<file path="src/rtl/tone_decoder_if.sv">
// Speaker input and decoded-note outputs of the tone decoder.
// The synthesizer/bench side is master; the decoder is slave.
interface tone_decoder_if;
    logic        speaker;
    logic        note_valid;
    logic [2:0]  note_idx;
    logic [7:0]  btn_decoded;
    logic [15:0] period;
    logic        note_change;

    modport master (
        output speaker,
        input  note_valid, note_idx, btn_decoded, period, note_change
    );
    modport slave (
        input  speaker,
        output note_valid, note_idx, btn_decoded, period, note_change
    );
endinterface

</file>
<file path="src/rtl/tone_decoder.sv">
// Measures the speaker square-wave period in clk cycles and locks onto the
// matching note after CONFIRM consecutive agreeing periods.
module tone_decoder #(
    parameter logic [127:0] NOTE_P  = {16'd11376, 16'd12052, 16'd13528, 16'd15185,
                                       16'd17044, 16'd18058, 16'd20270, 16'd22751},
    parameter int unsigned  TOL     = 300,
    parameter int unsigned  CONFIRM = 4,
    parameter int unsigned  TIMEOUT = 49152
) (
    input logic           clk,
    input logic           rst,
    tone_decoder_if.slave bus
);
    localparam int unsigned   MW        = $clog2(CONFIRM + 1);
    localparam logic [16:0]   TOL_W     = 17'(TOL);
    localparam logic [16:0]   TIMEOUT_W = 17'(TIMEOUT);
    localparam logic [MW-1:0] CONFIRM_W = MW'(CONFIRM);

    typedef enum logic [1:0] {IDLE, LOCKING, LOCKED} state_t;

    logic [2:0]    sync_q;
    logic [16:0]   cnt_q;
    logic [15:0]   period_q;
    logic          edge_q, mvalid_q;
    logic          hit_q, hit_d;
    logic [2:0]    hidx_q, hidx_d;
    state_t        state_q;
    logic [2:0]    cand_q, cand_d;
    logic [MW-1:0] mcnt_q, mcnt_d;
    logic          valid_q, change_q;
    logic [2:0]    idx_q;
    logic [7:0]    btn_q;
    logic          edge_w, timeout_w;

    // sync_q[1] is the second synchronizer stage, sync_q[2] its delayed copy.
    assign edge_w    = sync_q[1] & ~sync_q[2];
    assign timeout_w = (cnt_q == TIMEOUT_W) && !edge_w;

    always_comb begin
        logic signed [16:0] diff;
        logic [16:0]        mag;
        diff   = '0;
        mag    = '0;
        hit_d  = 1'b0;
        hidx_d = '0;
        for (int unsigned i = 0; i < 8; i++) begin
            diff = $signed({1'b0, period_q}) - $signed({1'b0, NOTE_P[16*i +: 16]});
            mag  = diff[16] ? -diff : diff;
            if (!hit_d && mag <= TOL_W) begin
                hit_d  = 1'b1;
                hidx_d = 3'(i);
            end
        end
    end

    // In LOCKED, cand_q equals idx_q, so the same run-length rule serves both states.
    always_comb begin
        cand_d = hit_q ? hidx_q : cand_q;
        if (!hit_q)
            mcnt_d = '0;
        else if (hidx_q == cand_q)
            mcnt_d = mcnt_q + 1'b1;
        else
            mcnt_d = MW'(1);
    end

    always_ff @(posedge clk or posedge rst) begin
        if (rst) begin
            sync_q   <= '0;
            cnt_q    <= '0;
            period_q <= '0;
            edge_q   <= 1'b0;
            mvalid_q <= 1'b0;
            hit_q    <= 1'b0;
            hidx_q   <= '0;
        end else begin
            sync_q   <= {sync_q[1:0], bus.speaker};
            edge_q   <= edge_w;
            mvalid_q <= edge_q;
            hit_q    <= hit_d;
            hidx_q   <= hidx_d;
            if (edge_w) begin
                cnt_q    <= 17'd1;
                period_q <= cnt_q[16] ? 16'hFFFF : cnt_q[15:0];
            end else if (!(&cnt_q)) begin
                cnt_q <= cnt_q + 1'b1;
            end
        end
    end

    always_ff @(posedge clk or posedge rst) begin
        if (rst) begin
            state_q  <= IDLE;
            cand_q   <= '0;
            mcnt_q   <= '0;
            valid_q  <= 1'b0;
            idx_q    <= '0;
            btn_q    <= '0;
            change_q <= 1'b0;
        end else begin
            change_q <= 1'b0;
            if (timeout_w) begin
                state_q <= IDLE;
                valid_q <= 1'b0;
                idx_q   <= '0;
                btn_q   <= '0;
                mcnt_q  <= '0;
            end else if (mvalid_q) begin
                unique case (state_q)
                    IDLE: begin
                        // The first edge's period is partial; consume its result unused.
                        state_q <= LOCKING;
                        mcnt_q  <= '0;
                    end
                    LOCKING: begin
                        cand_q <= cand_d;
                        mcnt_q <= mcnt_d;
                        if (mcnt_d == CONFIRM_W) begin
                            state_q  <= LOCKED;
                            valid_q  <= 1'b1;
                            idx_q    <= cand_d;
                            btn_q    <= 8'b1 << cand_d;
                            change_q <= 1'b1;
                        end
                    end
                    LOCKED: begin
                        if (!(hit_q && hidx_q == idx_q)) begin
                            state_q <= LOCKING;
                            valid_q <= 1'b0;
                            idx_q   <= '0;
                            btn_q   <= '0;
                            cand_q  <= cand_d;
                            mcnt_q  <= mcnt_d;
                        end
                    end
                    default: state_q <= IDLE;
                endcase
            end
        end
    end

    assign bus.note_valid  = valid_q;
    assign bus.note_idx    = idx_q;
    assign bus.btn_decoded = btn_q;
    assign bus.period      = period_q;
    assign bus.note_change = change_q;
endmodule

</file>
<file path="src/flat_wrapper.sv">
// flat-port wrapper written by rule: the top's interface ports become plain ports
module tone_decoder_flat 
#(
    parameter logic [127:0] NOTE_P  = {16'd11376, 16'd12052, 16'd13528, 16'd15185,
                                       16'd17044, 16'd18058, 16'd20270, 16'd22751},
    parameter int unsigned  TOL     = 300,
    parameter int unsigned  CONFIRM = 4,
    parameter int unsigned  TIMEOUT = 49152
)
  (clk, rst, bus_speaker, bus_note_valid, bus_note_idx, bus_btn_decoded, bus_period, bus_note_change);
  tone_decoder_if bus_i ();
  input logic clk;
  input logic rst;
  input wire logic [$bits(bus_i.speaker)-1:0] bus_speaker;
  output wire logic [$bits(bus_i.note_valid)-1:0] bus_note_valid;
  output wire logic [$bits(bus_i.note_idx)-1:0] bus_note_idx;
  output wire logic [$bits(bus_i.btn_decoded)-1:0] bus_btn_decoded;
  output wire logic [$bits(bus_i.period)-1:0] bus_period;
  output wire logic [$bits(bus_i.note_change)-1:0] bus_note_change;
  assign bus_i.speaker = bus_speaker;
  assign bus_note_valid = bus_i.note_valid;
  assign bus_note_idx = bus_i.note_idx;
  assign bus_btn_decoded = bus_i.btn_decoded;
  assign bus_period = bus_i.period;
  assign bus_note_change = bus_i.note_change;
  tone_decoder #(.NOTE_P(NOTE_P), .TOL(TOL), .CONFIRM(CONFIRM), .TIMEOUT(TIMEOUT)) u_core (.clk(clk), .rst(rst), .bus(bus_i));
endmodule
</file>
<file path="config.mk">
export PLATFORM = sky130hd
export DESIGN_NAME = tone_decoder_flat
export DESIGN_NICKNAME = d
export VERILOG_FILES = /design/src/rtl/tone_decoder_if.sv /design/src/rtl/tone_decoder.sv /design/src/flat_wrapper.sv
export SDC_FILE = /design/constraint.sdc
export NUM_CORES = 1
export LEC_CHECK = 0
export CAP_MARGIN = 20
export CELL_PAD_IN_SITES_DETAIL_PLACEMENT = 0
export CELL_PAD_IN_SITES_GLOBAL_PLACEMENT = 1
export CORE_MARGIN = 2
export CORE_UTILIZATION = 53
export CTS_BUF_LIST = sky130_fd_sc_hd__clkbuf_8 sky130_fd_sc_hd__clkbuf_16
export CTS_CLUSTER_DIAMETER = 60
export DETAILED_ROUTE_END_ITERATION = 8
export DONT_BUFFER_PORTS = 1
export HOLD_SLACK_MARGIN = 0.1
export PLACE_DENSITY = 0.95
export SLEW_MARGIN = 10
export SYNTH_ARGS = -nofsm -noshare
export SYNTH_HDL_FRONTEND = slang
export SYNTH_SLANG_ARGS = --single-unit
</file>
<file path="constraint.sdc">
create_clock -name clk -period 11.4 [get_ports clk]
set_input_delay 2.85 -clock clk [delete_from_list [all_inputs] [get_ports clk]]
set_output_delay 2.85 -clock clk [all_outputs]
set_load 0.05 [all_outputs]
</file>
Yosys cells after proc, flatten, opt, wreduce, memory -nomap -nowiden

Cells that the tools add are included.

Bits in registers: 63
Word-level logic and storage cells: 140
Output and inout port bits: 29
Bits of input ports: 3

Add/sub/neg operators: 18
Shift operators: 1
Order comparisons: 8
Muxes and demuxes: 59
Reduce and logical (&&, ||, !) cells: 27
Bitwise operators: 3
Equal/unequal tests: 10

Operator list:

| kind                                                                              | count |
|---|---|
| 17-bit 2-to-1 mux                                                                 | 10 |
| 17-bit by 9-bit less-or-equal comparator with 1-bit output, second input constant | 8 |
| 17-bit negator                                                                    | 8 |
| 16-bit by 14-bit subtractor with 17-bit output, second input constant             | 4 |
| 16-bit by 15-bit subtractor with 17-bit output, second input constant             | 4 |
| 3-bit 2-to-1 mux                                                                  | 15 |
| 8-bit 2-to-1 mux                                                                  | 4 |
| 17-bit by 1-bit adder with 17-bit output, second input constant                   | 1 |
| 17-bit by 16-bit equality test with 1-bit output, second input constant           | 1 |
| 1-bit 2-to-1 mux                                                                  | 17 |
| 17-bit AND reduction                                                              | 1 |
| 16-bit 2-to-1 mux                                                                 | 1 |
| 8-bit case mux with 2 select lines                                                | 1 |
| 2-bit 2-to-1 mux                                                                  | 6 |
| 3-bit case mux with 2 select lines                                                | 2 |
| 1-bit logical AND                                                                 | 9 |
| 3-bit case mux with 3 select lines                                                | 1 |
| 1-bit logical NOT                                                                 | 8 |
| 4-bit AND reduction                                                               | 2 |
| 1-bit by 3-bit << shifter with 8-bit output, first input constant                 | 1 |
| 3-bit equality test                                                               | 2 |
| 2-bit case mux with 3 select lines                                                | 1 |
| 3-bit AND reduction                                                               | 2 |
| 2-bit nonzero test                                                                | 2 |
| 14 further kinds                                                                  | 15 |

Logic depth before layout (Yosys ltp)

Depth in word-level cells: 26
Mapped depth: 16
Mapped depth without buffers: 12

Least setup slack after synthesis

No wires, ideal clock.

Kind: register to register
From: reg u_core.period_q[3], in the netlist u_core.bus.period[3]
To: reg u_core.hit_q
Clock period less this slack: 3.944 ns
Data arrival time: 3.806 ns
Stages on the path, launching flop included: 14
Buffers on the path: 1
Data required time: 11.261 ns
Path slack: 7.456 ns
Setup time: 0.139 ns
Cell sequence: dfrtp_1 > buf_2 > inv_1 > ha_1 > a21oi_4 > nand3_1 > a2111oi_1 > nor2_1 > nor4b_2 > o22ai_1 > o211ai_1 > o21ai_1 > or3_4 > or4_4

Word-level cells in the longest chain between the ends: 26
Elaborated cells between the ends (all ways): 54
Those cells by class: add/sub: 16; order compare: 8; mux: 16; reduce/logical: 14

RTL lines:

| item                                                       | line               | text |
|---|---|---|
| start, declared                                            | tone_decoder.sv:23 | `logic [15:0] period_q;` |
| start signal, assigned                                     | tone_decoder.sv:84 | `period_q <= cnt_q[16] ? 16'hFFFF : cnt_q[15:0];` |
| 16-bit by 15-bit subtractor with 17-bit output             | tone_decoder.sv:47 | `diff = $signed({1'b0, period_q}) - $signed({1'b0, NOTE_P[16*i +: 16]});` |
| 17-bit negator                                             | tone_decoder.sv:48 | `mag = diff[16] ? -diff : diff;` |
| 17-bit 2-to-1 mux                                          | tone_decoder.sv:48 |  |
| 17-bit by 9-bit less-or-equal comparator with 1-bit output | tone_decoder.sv:49 | `if (!hit_d && mag <= TOL_W) begin` |
| 1-bit 2-to-1 mux                                           | tone_decoder.sv:49 |  |
| 1-bit logical NOT                                          | tone_decoder.sv:49 |  |
| 1-bit logical AND                                          | tone_decoder.sv:49 |  |
| 1-bit 2-to-1 mux                                           | tone_decoder.sv:49 |  |
| [... 11 more ...]                                          | n/a                |  |
| 1-bit 2-to-1 mux                                           | tone_decoder.sv:49 |  |
| 1-bit logical NOT                                          | tone_decoder.sv:49 |  |
| 1-bit logical AND                                          | tone_decoder.sv:49 |  |
| 1-bit 2-to-1 mux                                           | tone_decoder.sv:49 |  |
| 1-bit logical NOT                                          | tone_decoder.sv:49 |  |
| 1-bit logical AND                                          | tone_decoder.sv:49 |  |
| 1-bit 2-to-1 mux (*)                                       | tone_decoder.sv:49 |  |
| net u_core.hit_d                                           | tone_decoder.sv:25 | `logic hit_q, hit_d;` |
| end signal, assigned                                       | tone_decoder.sv:80 | `hit_q <= hit_d;` |
| end, declared                                              | tone_decoder.sv:25 |  |

The timed path passes the listed nets; every way through them passes the cells marked *.
A chain may end at the register's enable or synchronous reset.

Worst setup path in the final report

From: reg u_core.period_q[1], in the netlist u_core.bus.period[1]
To: reg u_core.hit_q

The elaborated chain is that of the path after synthesis.

==> metrics.txt <==
result of the run=finished clean; Final setup violation count=0; count of warnings emitted by yosys=0; Antenna Diode Count=0; slew at the pin closest to its max-slew limit=1060 ps; worst-path fanout max=11; vias per inst=6.66; maximum buffer depth of the clock tree=2; Overall Global Routing Usage=32.2%; number of buffers and inverters on the critical path=1; number of max-cap violations=0; list of cells traversed by the critical path=inv_1 > ha_1 > a21boi_1 > xnor2_1 > nand4_1 > or4_1 > o31a_1 > xor2_1 > a2bb2oi_1 > nor4_1 > or4_4; power density of the placed cells=108 nW/um2; post-synthesis area per instance=7.47 um2; clock sink count=63; Worst Path Required=11680 ps; proportion of synthesized flip-flops having asynchronous set or reset=100%; flip-flop and latch count after synthesis=63; Slowest Stage Delay on Critical Path=930 ps; post-synthesis cell type with the largest combined area=dfrtp_1; worst setup path class=reg2reg; vias in the first global route=7886; cell class contributing the biggest share of worst-path delay=simple AND/OR/NAND/NOR gates; number of buffers added for setup after CTS=0; timing-limited maximum frequency=203 MHz; Pwr Total=0.000939 W; via count=8623; DRC marker count from the first detailed-route iteration=1109; prevailing post-synth register cell=dfrtp_1; Cell variety after synth=106; clock latency on the worst-skew pair=340 ps; Horiz. Die Dim=130 um; setup tns final=0 ps; Die Y-Extent=130 um; area of the core=15300 um2; hold violation total from the final report=0; portion of synthesized cell area occupied by the leading cell type=18.9%; post-route clock period utilization=43.1%; synthesized netlist net count=1154; Max stage delay cell, worst path=dfrtp_1; count of instances resized after the clock tree is built=0; CTS tree=built; number of antenna violations at the first check in global routing=0; H-tree depth=3; Avg WL per Cell=20.7 um; maximum resistive drop on vdd=0.0743 mV; number of standard cells in the final layout excluding fillers=1295; Slew HR=29.0%; most common cell in the netlist=nand2_1; post-route antenna net violation count=0; fraction of final layout cells sized beyond drive strength 1=9.13%; count of port buffers added during placement=0; Post-Place Cells=1278; leakage component of the power=3.50 nW; minimum setup slack among reg-to-reg paths=6490 ps; number of enable-type register cells in the synthesized netlist=0; sequential area share after synthesis=18.9%; pin count of the biggest net entering global routing=64; setup repair after global routing missed its margin=false; element type at the critical path start=flip-flop; number of max-slew violations in the final report=0; path category of the worst min-delay check=reg2reg; DRT Pass-1 Iters=6; clock-pin transition on the worst setup and hold timing paths=60 ps; Ports=32; row cnt=45; Clock Tree Root=clkbuf_16; top cells by area, synth=dfrtp_1 19%, xnor2_1 8.8%, nand2_1 5.5%; GPL Wtd Cong=0.931; post-detail-place hpwl=18500 um; post-synthesis instance total=1118; Setup Skew=4.01 ps; area growth from synthesis to layout=4.14%; floorplan die area=16800 um2; DRC violations left=0; post-synthesis instance area=8350 um2; CTS hold repair buffers=0; Final nets=1115; worst hold slack across all endpoints=349 ps; Period minus WS final=4910 ps; first-pass GRT wire length=43100 um; most frequent cells after synthesis=122 x nand2_1, 98 x nor2_1, 90 x o21ai_0; post-detailed-routing wire length=26800 um; sum of overflow across all layers after global routing=0; Setup crit end kind=flip-flop; number of buffers inserted during clock tree synthesis=9; critical path arrival=5200 ps; effective utilization at floorplan=54.5%
## path summary, 6_finish.rpt
path                                               endpoint  cells after the start                              from
setup reg to reg                     u_core.hit_q$_DFF_PP0_                     11  u_core.bus.period[1]$_DFFE_PP0P_
min in group asynchronous        u_core.sync_q[0]$_DFF_PP0_                      2                               rst
max in group asynchronous  u_core.bus.period[5]$_DFFE_PP0P_                      2                               rst
hold / removal                    u_core.mvalid_q$_DFF_PP0_                      0           u_core.edge_q$_DFF_PP0_
hold reg to reg                   u_core.mvalid_q$_DFF_PP0_                      0           u_core.edge_q$_DFF_PP0_
setup / recovery                     u_core.hit_q$_DFF_PP0_                     11  u_core.bus.period[1]$_DFFE_PP0P_
## registers in the layout, summed over array words and instances, names as in the netlist
register and count:
u_core.bus.note_valid 1, u_core.bus.note_change 1, u_core.mcnt_q 3, u_core.bus.period 16
u_core.hidx_q 3, u_core.cnt_q 17, u_core.cand_q 3, u_core.state_q 2
u_core.bus.btn_decoded 8, u_core.sync_q 3, u_core.edge_q 1, u_core.hit_q 1
u_core.mvalid_q 1, u_core.bus.note_idx 3
## layout by cell type, fill, tap and decap left out, types with 5 or more instances in the layout
| cell | instances |
|---|---|
| nand3b_1 | 5 |
| mux2_2 | 8 |
| ha_1 | 33 |
| nor3b_1 | 7 |
| o22ai_1 | 7 |
| nor2b_1 | 12 |
| o31ai_1 | 8 |
| nand2b_1 | 15 |
| nand4_1 | 20 |
| or2_2 | 5 |
| clkbuf_16 | 9 |
| mux2i_1 | 11 |
| o21ai_0 | 90 |
| o211ai_1 | 12 |
| a21o_1 | 12 |
| inv_1 | 22 |
| nand2_1 | 122 |
| o32ai_1 | 5 |
| buf_4 | 18 |
| and3_1 | 15 |
| dfrtp_2 | 6 |
| dfrtp_1 | 57 |
| a31oi_1 | 26 |
| o21ai_1 | 5 |
| nor4_1 | 16 |
| or4_1 | 8 |
| nor3_1 | 25 |
| a211oi_1 | 6 |
| o41ai_1 | 5 |
| and2_1 | 13 |
| a21oi_1 | 72 |
| xnor2_1 | 84 |
| or3_1 | 8 |
| a22o_1 | 11 |
| nor2_1 | 98 |
| xor2_1 | 38 |
| o31a_1 | 5 |
| nand3_1 | 37 |
## cell families after synthesis
kind of cell,count (synthesis),share of synthesized area [%]
AO/OA/AOI/OAI,335,26.9
XOR/XNOR,124,13.2
adder cells (fa/ha/maj),33,4.94
buffers and inverters,97,5.66
flip-flops,63,18.9
multiplexers,20,2.58
AND/OR/NAND/NOR,446,27.8
## final cells by class
class                           count  area (um2)
Sequential cell                    63        1580
Clock inverter                      6        37.5
Fill cell                        1460        6620
Clock buffer                       10         239
Tap cell                          211         264
Multi-Input combinational cell    958        6300
Timing Repair Buffer               19         163
Inverter                           28         108
## metal layers
metal	track usage, %	routed length [um]
met2	49.6	11900
met3	4.50	2390
met4	12.3	799
met1	45.8	11800
met5	0	0
## power by group
part / leakage, nW / internal (W) / switching (W) / total, W
combinational: 2.52 / 0.000133 / 0.000271 / 0.000404
sequential: 0.844 / 0.000240 / 0.0000393 / 0.000280
clock: 0.136 / 0.000152 / 0.000105 / 0.000256
total: 3.50 / 0.000525 / 0.000415 / 0.000939
## through the flow
stage          setup WS [ps]  utilization, %  cell area (um2)
2_1_floorplan           6980               -             8350
3_3_place_gp            6700            54.8             8390
3_5_place_dp            6590            54.8             8390
4_1_cts                 6570            56.6             8670
5_1_grt                 6210            56.8             8700
6_report                6490            56.8             8700
## worst reg2reg max path: stages, from the launching register on
cell	delay, ps
dfrtp_1	930
inv_1	360
ha_1	380
a21boi_1	200
xnor2_1	420
nand4_1	230
or4_1	630
o31a_1	340
xor2_1	130
a2bb2oi_1	90
nor4_1	890
or4_4	260
Note: power is estimated with default switching activity, not from simulation.
